**src/rtl/seq_det_pkg.sv**
```systemverilog
// Shared state type and default widths for the seq_det programmable pattern detector.
package seq_det_pkg;

  localparam int PAT_W = 8;
  localparam int LEN_W = 4;
  localparam int CNT_W = 8;

  typedef enum logic [1:0] {
    IDLE = 2'd0,
    RUN  = 2'd1,
    DONE = 2'd2
  } state_t;

endpackage

```
**src/rtl/seq_det_core.sv**
```systemverilog
// Serial history shift register, fill counter and length-masked pattern compare.
module seq_det_core #(
  parameter int PAT_W = seq_det_pkg::PAT_W,
  parameter int LEN_W = seq_det_pkg::LEN_W
) (
  input  logic             clk,
  input  logic             rst_n,
  input  logic             shift_en,
  input  logic             clr,
  input  logic             overlap,
  input  logic             x,
  input  logic [LEN_W-1:0] len,
  input  logic [PAT_W-1:0] pattern,
  output logic             hit
);

  localparam logic [LEN_W-1:0] FILL_MAX = LEN_W'(PAT_W);

  logic [PAT_W-1:0] hist_r;
  logic [PAT_W-1:0] hist_next_s;
  logic [PAT_W-1:0] mask_s;
  logic [LEN_W-1:0] fill_r;
  logic [LEN_W:0]   fill_inc_s;

  // Compare the history as it will look after this bit against the low len pattern bits
  always_comb begin
    hist_next_s = {hist_r[PAT_W-2:0], x};
    fill_inc_s  = {1'b0, fill_r} + {{LEN_W{1'b0}}, 1'b1};
    for (int i = 0; i < PAT_W; i++) begin
      mask_s[i] = (i < int'(len));
    end
    if (shift_en) begin
      hit = (fill_inc_s >= {1'b0, len}) &&
            (((hist_next_s ^ pattern) & mask_s) == {PAT_W{1'b0}});
    end else begin
      hit = 1'b0;
    end
  end

  // History and fill; a non-overlapping match restarts the fill so old bits are ignored
  always_ff @(posedge clk or negedge rst_n) begin
    if (!rst_n) begin
      hist_r <= {PAT_W{1'b0}};
      fill_r <= {LEN_W{1'b0}};
    end else if (clr) begin
      hist_r <= {PAT_W{1'b0}};
      fill_r <= {LEN_W{1'b0}};
    end else if (shift_en) begin
      hist_r <= hist_next_s;
      if (hit && !overlap) begin
        fill_r <= {LEN_W{1'b0}};
      end else if (fill_r == FILL_MAX) begin
        fill_r <= fill_r;
      end else begin
        fill_r <= fill_inc_s[LEN_W-1:0];
      end
    end else begin
      hist_r <= hist_r;
      fill_r <= fill_r;
    end
  end

endmodule

```
**src/rtl/seq_det_ctrl.sv**
```systemverilog
// Programmable serial pattern detector controller (IDLE/RUN/DONE) with match counter and limit.
// Optional sticky limit interrupt enabled by defining SEQ_DET_IRQ_EN.
module seq_det_ctrl #(
  parameter int PAT_W = seq_det_pkg::PAT_W,
  parameter int LEN_W = seq_det_pkg::LEN_W,
  parameter int CNT_W = seq_det_pkg::CNT_W
) (
  input  logic             clk,
  input  logic             rst_n,
  input  logic             cfg_valid,
  output logic             cfg_ready,
  input  logic [PAT_W-1:0] cfg_pattern,
  input  logic [LEN_W-1:0] cfg_len,
  input  logic             cfg_overlap,
  input  logic [CNT_W-1:0] cfg_limit,
  input  logic             start,
  input  logic             stop,
  input  logic             x_valid,
  input  logic             x,
  output logic             y,
  output logic [CNT_W-1:0] match_count,
  output logic             busy,
  output logic             done,
  output logic             irq,
  input  logic             irq_clr
);

  import seq_det_pkg::*;

  localparam logic [LEN_W-1:0] LEN_MAX = LEN_W'(PAT_W);

  state_t           state_r;
  state_t           state_next_s;
  logic [PAT_W-1:0] pattern_r;
  logic [LEN_W-1:0] len_r;
  logic             overlap_r;
  logic [CNT_W-1:0] limit_r;
  logic [CNT_W-1:0] count_r;
  logic [CNT_W-1:0] count_inc_s;
  logic             y_r;
  logic             hit_s;
  logic             shift_en_s;
  logic             cfg_fire_s;
  logic             start_ok_s;
  logic             limit_hit_s;

  assign cfg_fire_s  = cfg_valid && cfg_ready;
  // A start alongside a config write is dropped so the new config is never run unchecked
  assign start_ok_s  = start && !cfg_valid && (state_r != RUN) &&
                       (len_r != {LEN_W{1'b0}}) && (len_r <= LEN_MAX);
  assign shift_en_s  = (state_r == RUN) && x_valid;
  assign count_inc_s = (count_r == {CNT_W{1'b1}}) ? count_r : count_r + {{(CNT_W-1){1'b0}}, 1'b1};
  assign limit_hit_s = hit_s && (limit_r != {CNT_W{1'b0}}) && (count_inc_s == limit_r);

  seq_det_core #(.PAT_W(PAT_W), .LEN_W(LEN_W)) u_core (
    .clk      (clk),
    .rst_n    (rst_n),
    .shift_en (shift_en_s),
    .clr      (start_ok_s),
    .overlap  (overlap_r),
    .x        (x),
    .len      (len_r),
    .pattern  (pattern_r),
    .hit      (hit_s)
  );

  // State register
  always_ff @(posedge clk or negedge rst_n) begin
    if (!rst_n) begin
      state_r <= IDLE;
    end else begin
      state_r <= state_next_s;
    end
  end

  // Next-state logic; stop outranks the limit
  always_comb begin
    state_next_s = state_r;
    case (state_r)
      IDLE, DONE: begin
        if (start_ok_s) state_next_s = RUN;
        else            state_next_s = state_r;
      end
      RUN: begin
        if (stop)             state_next_s = IDLE;
        else if (limit_hit_s) state_next_s = DONE;
        else                  state_next_s = RUN;
      end
      default: state_next_s = IDLE;
    endcase
  end

  // State-decoded outputs
  always_comb begin
    busy      = 1'b0;
    done      = 1'b0;
    cfg_ready = 1'b1;
    case (state_r)
      IDLE:    cfg_ready = 1'b1;
      RUN: begin
        busy      = 1'b1;
        cfg_ready = 1'b0;
      end
      DONE:    done = 1'b1;
      default: cfg_ready = 1'b1;
    endcase
  end

  // Config capture on handshake
  always_ff @(posedge clk or negedge rst_n) begin
    if (!rst_n) begin
      pattern_r <= {PAT_W{1'b0}};
      len_r     <= {LEN_W{1'b0}};
      overlap_r <= 1'b0;
      limit_r   <= {CNT_W{1'b0}};
    end else if (cfg_fire_s) begin
      pattern_r <= cfg_pattern;
      len_r     <= cfg_len;
      overlap_r <= cfg_overlap;
      limit_r   <= cfg_limit;
    end else begin
      pattern_r <= pattern_r;
      len_r     <= len_r;
      overlap_r <= overlap_r;
      limit_r   <= limit_r;
    end
  end

  // Match pulse and saturating match counter
  always_ff @(posedge clk or negedge rst_n) begin
    if (!rst_n) begin
      y_r     <= 1'b0;
      count_r <= {CNT_W{1'b0}};
    end else begin
      y_r <= hit_s;
      if (start_ok_s)  count_r <= {CNT_W{1'b0}};
      else if (hit_s)  count_r <= count_inc_s;
      else             count_r <= count_r;
    end
  end

  assign y           = y_r;
  assign match_count = count_r;

`ifdef SEQ_DET_IRQ_EN
  logic irq_r;

  // Sticky limit interrupt; a new set beats a simultaneous clear
  always_ff @(posedge clk or negedge rst_n) begin
    if (!rst_n) begin
      irq_r <= 1'b0;
    end else if ((state_r == RUN) && (state_next_s == DONE)) begin
      irq_r <= 1'b1;
    end else if (irq_clr) begin
      irq_r <= 1'b0;
    end else begin
      irq_r <= irq_r;
    end
  end

  assign irq = irq_r;
`else
  logic unused_irq_clr_s;
  assign unused_irq_clr_s = irq_clr;
  assign irq = 1'b0;
`endif

endmodule

```
**config.mk**
```make
export PLATFORM = sky130hd
export DESIGN_NAME = seq_det_ctrl
export DESIGN_NICKNAME = d
export VERILOG_FILES = /design/src/rtl/seq_det_pkg.sv /design/src/rtl/seq_det_core.sv /design/src/rtl/seq_det_ctrl.sv
export SDC_FILE = /design/constraint.sdc
export NUM_CORES = 1
export LEC_CHECK = 0
export BUFFER_PORTS_ARGS = -buffer_cell sky130_fd_sc_hd__buf_2
export CAP_MARGIN = 20
export CORE_ASPECT_RATIO = 1.75
export CORE_MARGIN = 2
export CORE_UTILIZATION = 56
export DETAILED_ROUTE_END_ITERATION = 8
export GPL_ROUTABILITY_DRIVEN = 0
export GPL_TIMING_DRIVEN = 1
export PLACE_DENSITY = 0.8
export SLEW_MARGIN = 30
export SYNTH_ARGS = -nofsm -noshare
export SYNTH_HDL_FRONTEND = slang
export SYNTH_SLANG_ARGS = --single-unit
export TNS_END_PERCENT = 1
```
**constraint.sdc**
```tcl
create_clock -name clk -period 2.83 [get_ports clk]
set_clock_uncertainty 0.2 [all_clocks]
set_input_delay 0.283 -clock clk [delete_from_list [all_inputs] [get_ports clk]]
set_output_delay 0.283 -clock clk [all_outputs]
set_load 0.01 [all_outputs]
```
==> summary.md, run 1 <==
| Metric | Value |
|---|---|
| Maxcap violations | 0 |
| Die Y | 91.7 um |
| Status | completed |
| VDD IR max | 421 uV |
| Normalized max-slew margin | 63.3% |
| Root Buffer | clkbuf_8 |
| CTS Buf Count | 5 |
| Crit. End Element | flop |
| Max clock buf depth | 2 |
| Worst skew pair latency | 300 ps |
| TNS Setup | 0 ps |
| Post-CTS Setup Bufs | 0 |
| Pwr/cell area | 643 mW/mm^2 |
| Leakage Power | 1.34 nW |
| Hold Buf Count CTS | 1 |
| WS Path Type | flop to flop |
| Via Count | 1987 |
| Antenna violations before repair | 0 |
| FILL cells | 340 |
| CTS tree | built |
| Initial DRC Count | 58 |
| Switching Fraction | 31.4% |
| Synthesized instance count | 240 |
| Slowest stage delay, CP | 460 ps |
| Total GRT Usage | 24.1% |
| Logic pwr share | 27.3% |
| Tmin final | 2610 ps |
| Register area | 0.00108 mm^2 |
| Top FF cell, synth | dfrtp_1 |
| Hold Fails Final Rpt | 0 |
| First-pass GRT wire length | 8720 um |
| R2r setup slk | 220 ps |
| Cell Area, Synth | 0.00246 mm^2 |
| Placed cells | 317 |
| Cell taking the most area after synthesis | dfrtp_1 |
| Yosys cell types | 51 |
| Num ports | 42 |
| CP max stage cell | dfrtp_1 |
| Post-Syn Nets | 276 |
| Non-filler instance count after layout | 326 |
| Routed Antenna Nets | 0 |
| Int Pwr | 1.23 mW |
| GRT overflow | 0 |
| Share of cells above drive strength 1 | 27.1% |
| Clk sinks | 43 |
| Count of state elements after synthesis | 43 |
| Psw | 566 uW |
| Tcrit/Tclk final | 92.2% |
| Seq pwr share | 46.9% |
| Nets@finish | 313 |
| Detailed placement HPWL | 4000 um |
| Initial core utilization | 58.8% |
| Clock transition at path regs | 80 ps |
| Drt wl/cell | 16.4 um |
| Post-synth top area share | 43.7% |
| RSZ-0062 raised after global routing | no |
| Critical-path cell list | ha_1, and3_1, nand2_1, a21oi_1, o211ai_1, or4_4, o31a_1 |
| Crit-path max FO | 8 |
| Post_cts resized | 0 |
| Core Area | 0.00419 mm^2 |
| H-tree Lvls | 2 |
| Worst-Margin Slew | 551 ps |
| Ys async rst share | 100% |
| Vias per cell | 6.10 |
| Warnings from Yosys | 0 |
| Largest net degree at the start of global routing | 44 |
| Critical Path RT | 2810 ps |
| Die ar. | 0.00497 mm^2 |
| Hold WC Path Type | primary input to flop |
| Ant diodes | 0 |
| Post-synthesis sequential area ratio | 43.7% |
| Final wirelength | 5340 um |
| DRT Pass-1 Iters | 4 |
| Std-Cell Rows | 31 |
| Top post-synthesis cells by area | dfrtp_1 44%, mux2_2 9.6%, mux2i_1 4.1% |
| Multi-input gate area | 0.00127 mm^2 |
| Startpoint types | flop |
| Slew Limit Fails | 0 |
| Clock share of power | 25.9% |
| Fmax | 0.383 GHz |
| # setup viols final | 0 |
| Overall die width | 54.1 um |
| P&R area growth vs syn | 13.6% |
| Post-synth EDFFs | 0 |
| I/O Buffers | 39 |
| Crit path arrival time | 2590 ps |
| Vias in the first global route | 1976 |
| Remaining DRCs | 0 |
| Synthesized area per cell | 10.3 um^2 |
## kinds of logic (layout without fill, tap and decap cells)
kind of cell,after synthesis,count (layout),synth area share (%)
xor+xnor,16,16,5.69
compound gates,51,51,14.2
other cells,1,1,0.152
flops,43,43,43.7
fa+ha+maj,7,7,3.55
simple gates,66,66,14.5
mux,31,31,13.7
buf+inv,25,62,4.62
## worst max-delay path: cells and delay by family (launching register included)
family | cells | cell delay [ps]
simple gates | 3 | 960
compound gates | 3 | 570
flops | 1 | 460
fa+ha+maj | 1 | 300
## power groups by stage
stage               Sequential [mW]  Combinational, mW  Clock [mW]
floorplan                     0.804              0.384           0
global placement              0.849              0.466           0
detailed placement            0.857              0.489           0
CTS                           0.844              0.493       0.474
global route                  0.864              0.550       0.499
finish                        0.844              0.491       0.465
## path summary, 6_finish.rpt
kind | startpoint | endpoint | depth (start not counted)
min in group asynchronous | rst_n | pattern_r[0]$_DFFE_PN0P_ | 2
max in group asynchronous | rst_n | y$_DFF_PN0_ | 2
setup / recovery | match_count[0]$_DFFE_PN0P_ | state_r[0]$_DFFE_PN0P_ | 7
setup reg to reg | match_count[0]$_DFFE_PN0P_ | state_r[0]$_DFFE_PN0P_ | 7
hold reg to reg | pattern_r[2]$_DFFE_PN0P_ | pattern_r[2]$_DFFE_PN0P_ | 1
hold / removal | cfg_len[0] | len_r[0]$_DFFE_PN0P_ | 2
## Yosys cell counts, drive strengths merged, types with 2 or more instances
master,count
nor3,3
ha,7
and4,3
xnor2,10
nand2b,3
a211oi,6
clkbuf,7
a2bb2oi,2
nor4,2
nor4b,2
o31a,2
nor2,15
nand2,14
o21ai,8
o21a,4
and3,4
buf,8
dfrtp,43
inv,10
xor2,6
a31oi,8
mux2,21
mux2i,10
a21oi,7
nand3b,2
nand3,11
a311oi,2
nand4,2
o22ai,3
## cells in the final DEF, fill, tap and decap left out, types with 6 or more instances in the layout
master,instances
mux2_2,21
nand3_1,11
nand2_1,14
o21ai_0,6
mux2i_1,10
xnor2_1,10
inv_1,10
nor2_1,14
dfrtp_1,43
ha_1,7
buf_2,38
a21oi_1,7
a211oi_1,6
a31oi_1,8
xor2_1,6
## layout make-up
class / count / area share, %
clock buffers: 6 / 2.59
clock inverters: 1 / 1.07
inverters: 10 / 1.34
multi-input cells: 172 / 45.5
flip-flops and latches: 43 / 38.4
well taps: 49 / 2.19
repair buffers: 45 / 8.85
## layer usage
layer  vias up  track usage [%]  wire length (um)  part of all wire (%)
li1        943                -                 -                     -
met1       956             25.1              1920                    36
met2        69             42.4              2980                    56
met3        19             4.72               235                   4.4
met4         0             12.9               204                   3.8
met5         -                0                 0                     0
## sequential cells by signal, indices dropped and copies added (netlist names)
register       count
len_r              4
limit_r            8
match_count        8
overlap_r          1
pattern_r          8
state_r            2
u_core.fill_r      4
u_core.hist_r      7
y                  1
## stage by stage
stage          setup WS [ps]  utilization [%]  power (mW)  cell area [um^2]  hold WS, ps
6_report                 220             66.8        1.80              2800         8.97
5_1_grt                 78.1             66.8        1.91              2800         5.19
4_1_cts                  261             66.5        1.81              2790         8.21
3_5_place_dp             287             63.8        1.35              2670          291
3_3_place_gp             338             63.8        1.32              2670          278
2_1_floorplan            384                -        1.19              2460         -213
(Power assumes the default switching activity.)
==> inputs of run 2 (changes only) <==
--- a/config.mk
+++ b/config.mk
@@ -9,11 +9,12 @@
 export CAP_MARGIN = 20
 export CORE_ASPECT_RATIO = 1.75
 export CORE_MARGIN = 2
-export CORE_UTILIZATION = 56
+export CORE_UTILIZATION = 50
 export DETAILED_ROUTE_END_ITERATION = 8
 export GPL_ROUTABILITY_DRIVEN = 0
 export GPL_TIMING_DRIVEN = 1
-export PLACE_DENSITY = 0.8
+export PLACE_DENSITY = 0.72
+export SETUP_SLACK_MARGIN = 0.3
 export SLEW_MARGIN = 30
 export SYNTH_ARGS = -nofsm -noshare
 export SYNTH_HDL_FRONTEND = slang
==> summary.md, run 2 (synthesized netlist as in run 1, its figures left out) <==
| Metric | Value |
|---|---|
| Startpoint types | flop |
| CP max stage cell | dfrtp_1 |
| Vias in the first global route | 1974 (-0.10%) |
| Hold WC Path Type | primary input to flop |
| Hold Fails Final Rpt | 0 (unchanged) |
| Crit path launch | match_count[3]$_DFFE_PN0P_ |
| Normalized max-slew margin | 62.6% (-0.67 points) |
| Ant diodes | 0 (unchanged) |
| Total GRT Usage | 20.4% (-3.7 points) |
| GR Layer Usage met3 | 2.94% (-1.8 points) |
| Buf/Inv on CP | 0 (unchanged) |
| Die ar. | 0.00553 mm^2 (+11%) |
| RSZ-0062 raised after global routing | yes |
| I/O Buffers | 39 (unchanged) |
| Via Count | 1995 (+0.40%) |
| Max clock buf depth | 2 (unchanged) |
| DP Area | 0.00268 mm^2 (+0.14%) |
| Num ports | 42 (unchanged) |
| H-tree Lvls | 2 (unchanged) |
| Nets@finish | 312 (-0.32%) |
| PnR worst setup slack | 398 ps (+178 ps) |
| Grt met2 use | 37.9% (-4.4 points) |
| Post-CTS Setup Bufs | 0 (unchanged) |
| Tcrit/Tclk final | 85.9% (-6.3 points) |
| Initial DRC Count | 50 (-14%) |
| CTS Buf Count | 5 (unchanged) |
| Clock transition at path regs | 90 ps (about the same) |
| Core Area | 0.00471 mm^2 (+12%) |
| Overall die width | 57.1 um (+5.4%) |
| R2r setup slk | 400 ps (+180 ps) |
| Std-Cell Rows | 33 (+6.5%) |
| Remaining DRCs | 0 (unchanged) |
| Fmax | 0.411 GHz (+7.3%) |
| Routed Antenna Nets | 0 (unchanged) |
| Drt wl/cell | 16.2 um (-0.89%) |
| Initial core utilization | 52.3% (-6.5 points) |
| Vias per cell | 6.06 (-0.51%) |
| Pre-CTS setup slack | 301 ps (+13.3 ps) |
| Worst skew pair latency | 300 ps (about the same) |
| WS Path Type | flop to flop |
| VDD IR max | 556 uV (+32%) |
| Critical-path cell list | and4_1, and4_4, nor2_2, xor2_1, or4_4, o31a_1 |
| Crit path arrival time | 2420 ps (-170 ps) |
| FILL cells | 432 (+27%) |
| Levels on crit path | 6 (-1) |
| Worst hold start | cfg_pattern[3] |
| CP endpoint | state_r[0]$_DFFE_PN0P_ |
| P&R area growth vs syn | 14.6% |
| Slew Limit Fails | 0 (unchanged) |
| Antenna violations before repair | 0 (unchanged) |
| GR Layer Usage met1 | 22.6% (-2.5 points) |
| Commonest non-fill, non-tap cells in the layout | 38 x buf_2, 38 x dfrtp_1, 21 x mux2_2 |
| Largest net degree at the start of global routing | 44 (unchanged) |
| Crit. End Element | flop |
| First-pass GRT wire length | 8940 um (+2.5%) |
| Pwr/cell area | 645 mW/mm^2 (+0.33%) |
| R2r endpoint | state_r[0]$_DFFE_PN0P_ |
| Die Y | 96.9 um (+5.6%) |
| Slowest stage delay, CP | 550 ps (+90 ps) |
| Leakage Power | 1.33 nW (-0.70%) |
| Share of cells above drive strength 1 | 31.4% (+4.3 points) |
| Clk sinks | 43 (unchanged) |
| Final wirelength | 5340 um (about the same) |
| Critical Path RT | 2820 ps (about the same) |
| Root Buffer | clkbuf_8 |
| Worst-Margin Slew | 561 ps (+9.98 ps) |
| Maxcap violations | 0 (unchanged) |
| Status | completed |
| Detailed placement HPWL | 3910 um (-2.2%) |
| Crit-path max FO | 9 (+1) |
| Reg2reg path depth | 6 (-1) |
| Post-route cell area | 0.00282 mm^2 (+0.85%) |
| GRT busiest layer | met2 |
| GRT overflow | 0 (unchanged) |
| TNS Setup | 0 ps (unchanged) |
| Reg-to-Reg Start | match_count[3]$_DFFE_PN0P_ |
| DRT Pass-1 Iters | 4 (unchanged) |
| CTS tree | built |
| # setup viols final | 0 (unchanged) |
| CP top delay family | simple AND/OR/NAND/NOR gates |
| Tmin final | 2430 ps (-178 ps) |
## run 2: repair_timing
action,in CTS,in global routing
hold buffers,1,0
hold endpoints to repair,43,0
resized for setup,1,9
setup endpoints to repair,1,7
pin swaps,0,0
## run 2: worst reg2reg max path: cells and delay by family (launching register included)
kind | cells | cell delay, ps
DFF | 1 | 550
and+or+nand+nor | 4 | 1150
xor gates and xnor gates | 1 | 140
AOI/OAI and AO/OA | 1 | 280
## run 2: stage by stage
stage / power [mW] / instances / util [%] / hold slack [ps]
global route: 1.93 / 329 / 60.0 / 6.13
detailed placement: 1.34 / 320 / 56.9 / 296
floorplan: 1.19 / 240 / - / -213
finish: 1.82 / 329 / 60.0 / 7.44
CTS: 1.84 / 329 / 59.6 / 2.94
global placement: 1.32 / 320 / 56.9 / 288
## run 2: worst min path at each step
stage	to	cells after the start
floorplan	len_r[0]$_DFFE_PN0P_	0
global placement	limit_r[7]$_DFFE_PN0P_	1
detailed placement	pattern_r[3]$_DFFE_PN0P_	1
CTS	limit_r[0]$_DFFE_PN0P_	2
global route	limit_r[0]$_DFFE_PN0P_	2
finish	pattern_r[3]$_DFFE_PN0P_	2
## run 2: cell type report
class                           count  area [um^2]  share of cell area (%)
Clock buffer                        5         68.8                    2.44
Clock inverter                      3         46.3                    1.64
Inverter                           10         37.5                    1.33
Multi-Input combinational cell    172         1280                    45.5
Sequential cell                    43         1080                    38.3
Tap cell                           52         65.1                    2.30
Timing Repair Buffer               44          238                    8.42
## run 2: power by group
group          internal [mW]  switching (mW)
Combinational          0.257           0.224
Clock                  0.266           0.229
Sequential             0.718           0.127
## run 2: per-layer routing
metal,up-vias,part of all wire (%)
li1,944,-
met1,988,40
met2,51,54
met3,12,3.6
met4,0,2.5
met5,-,0
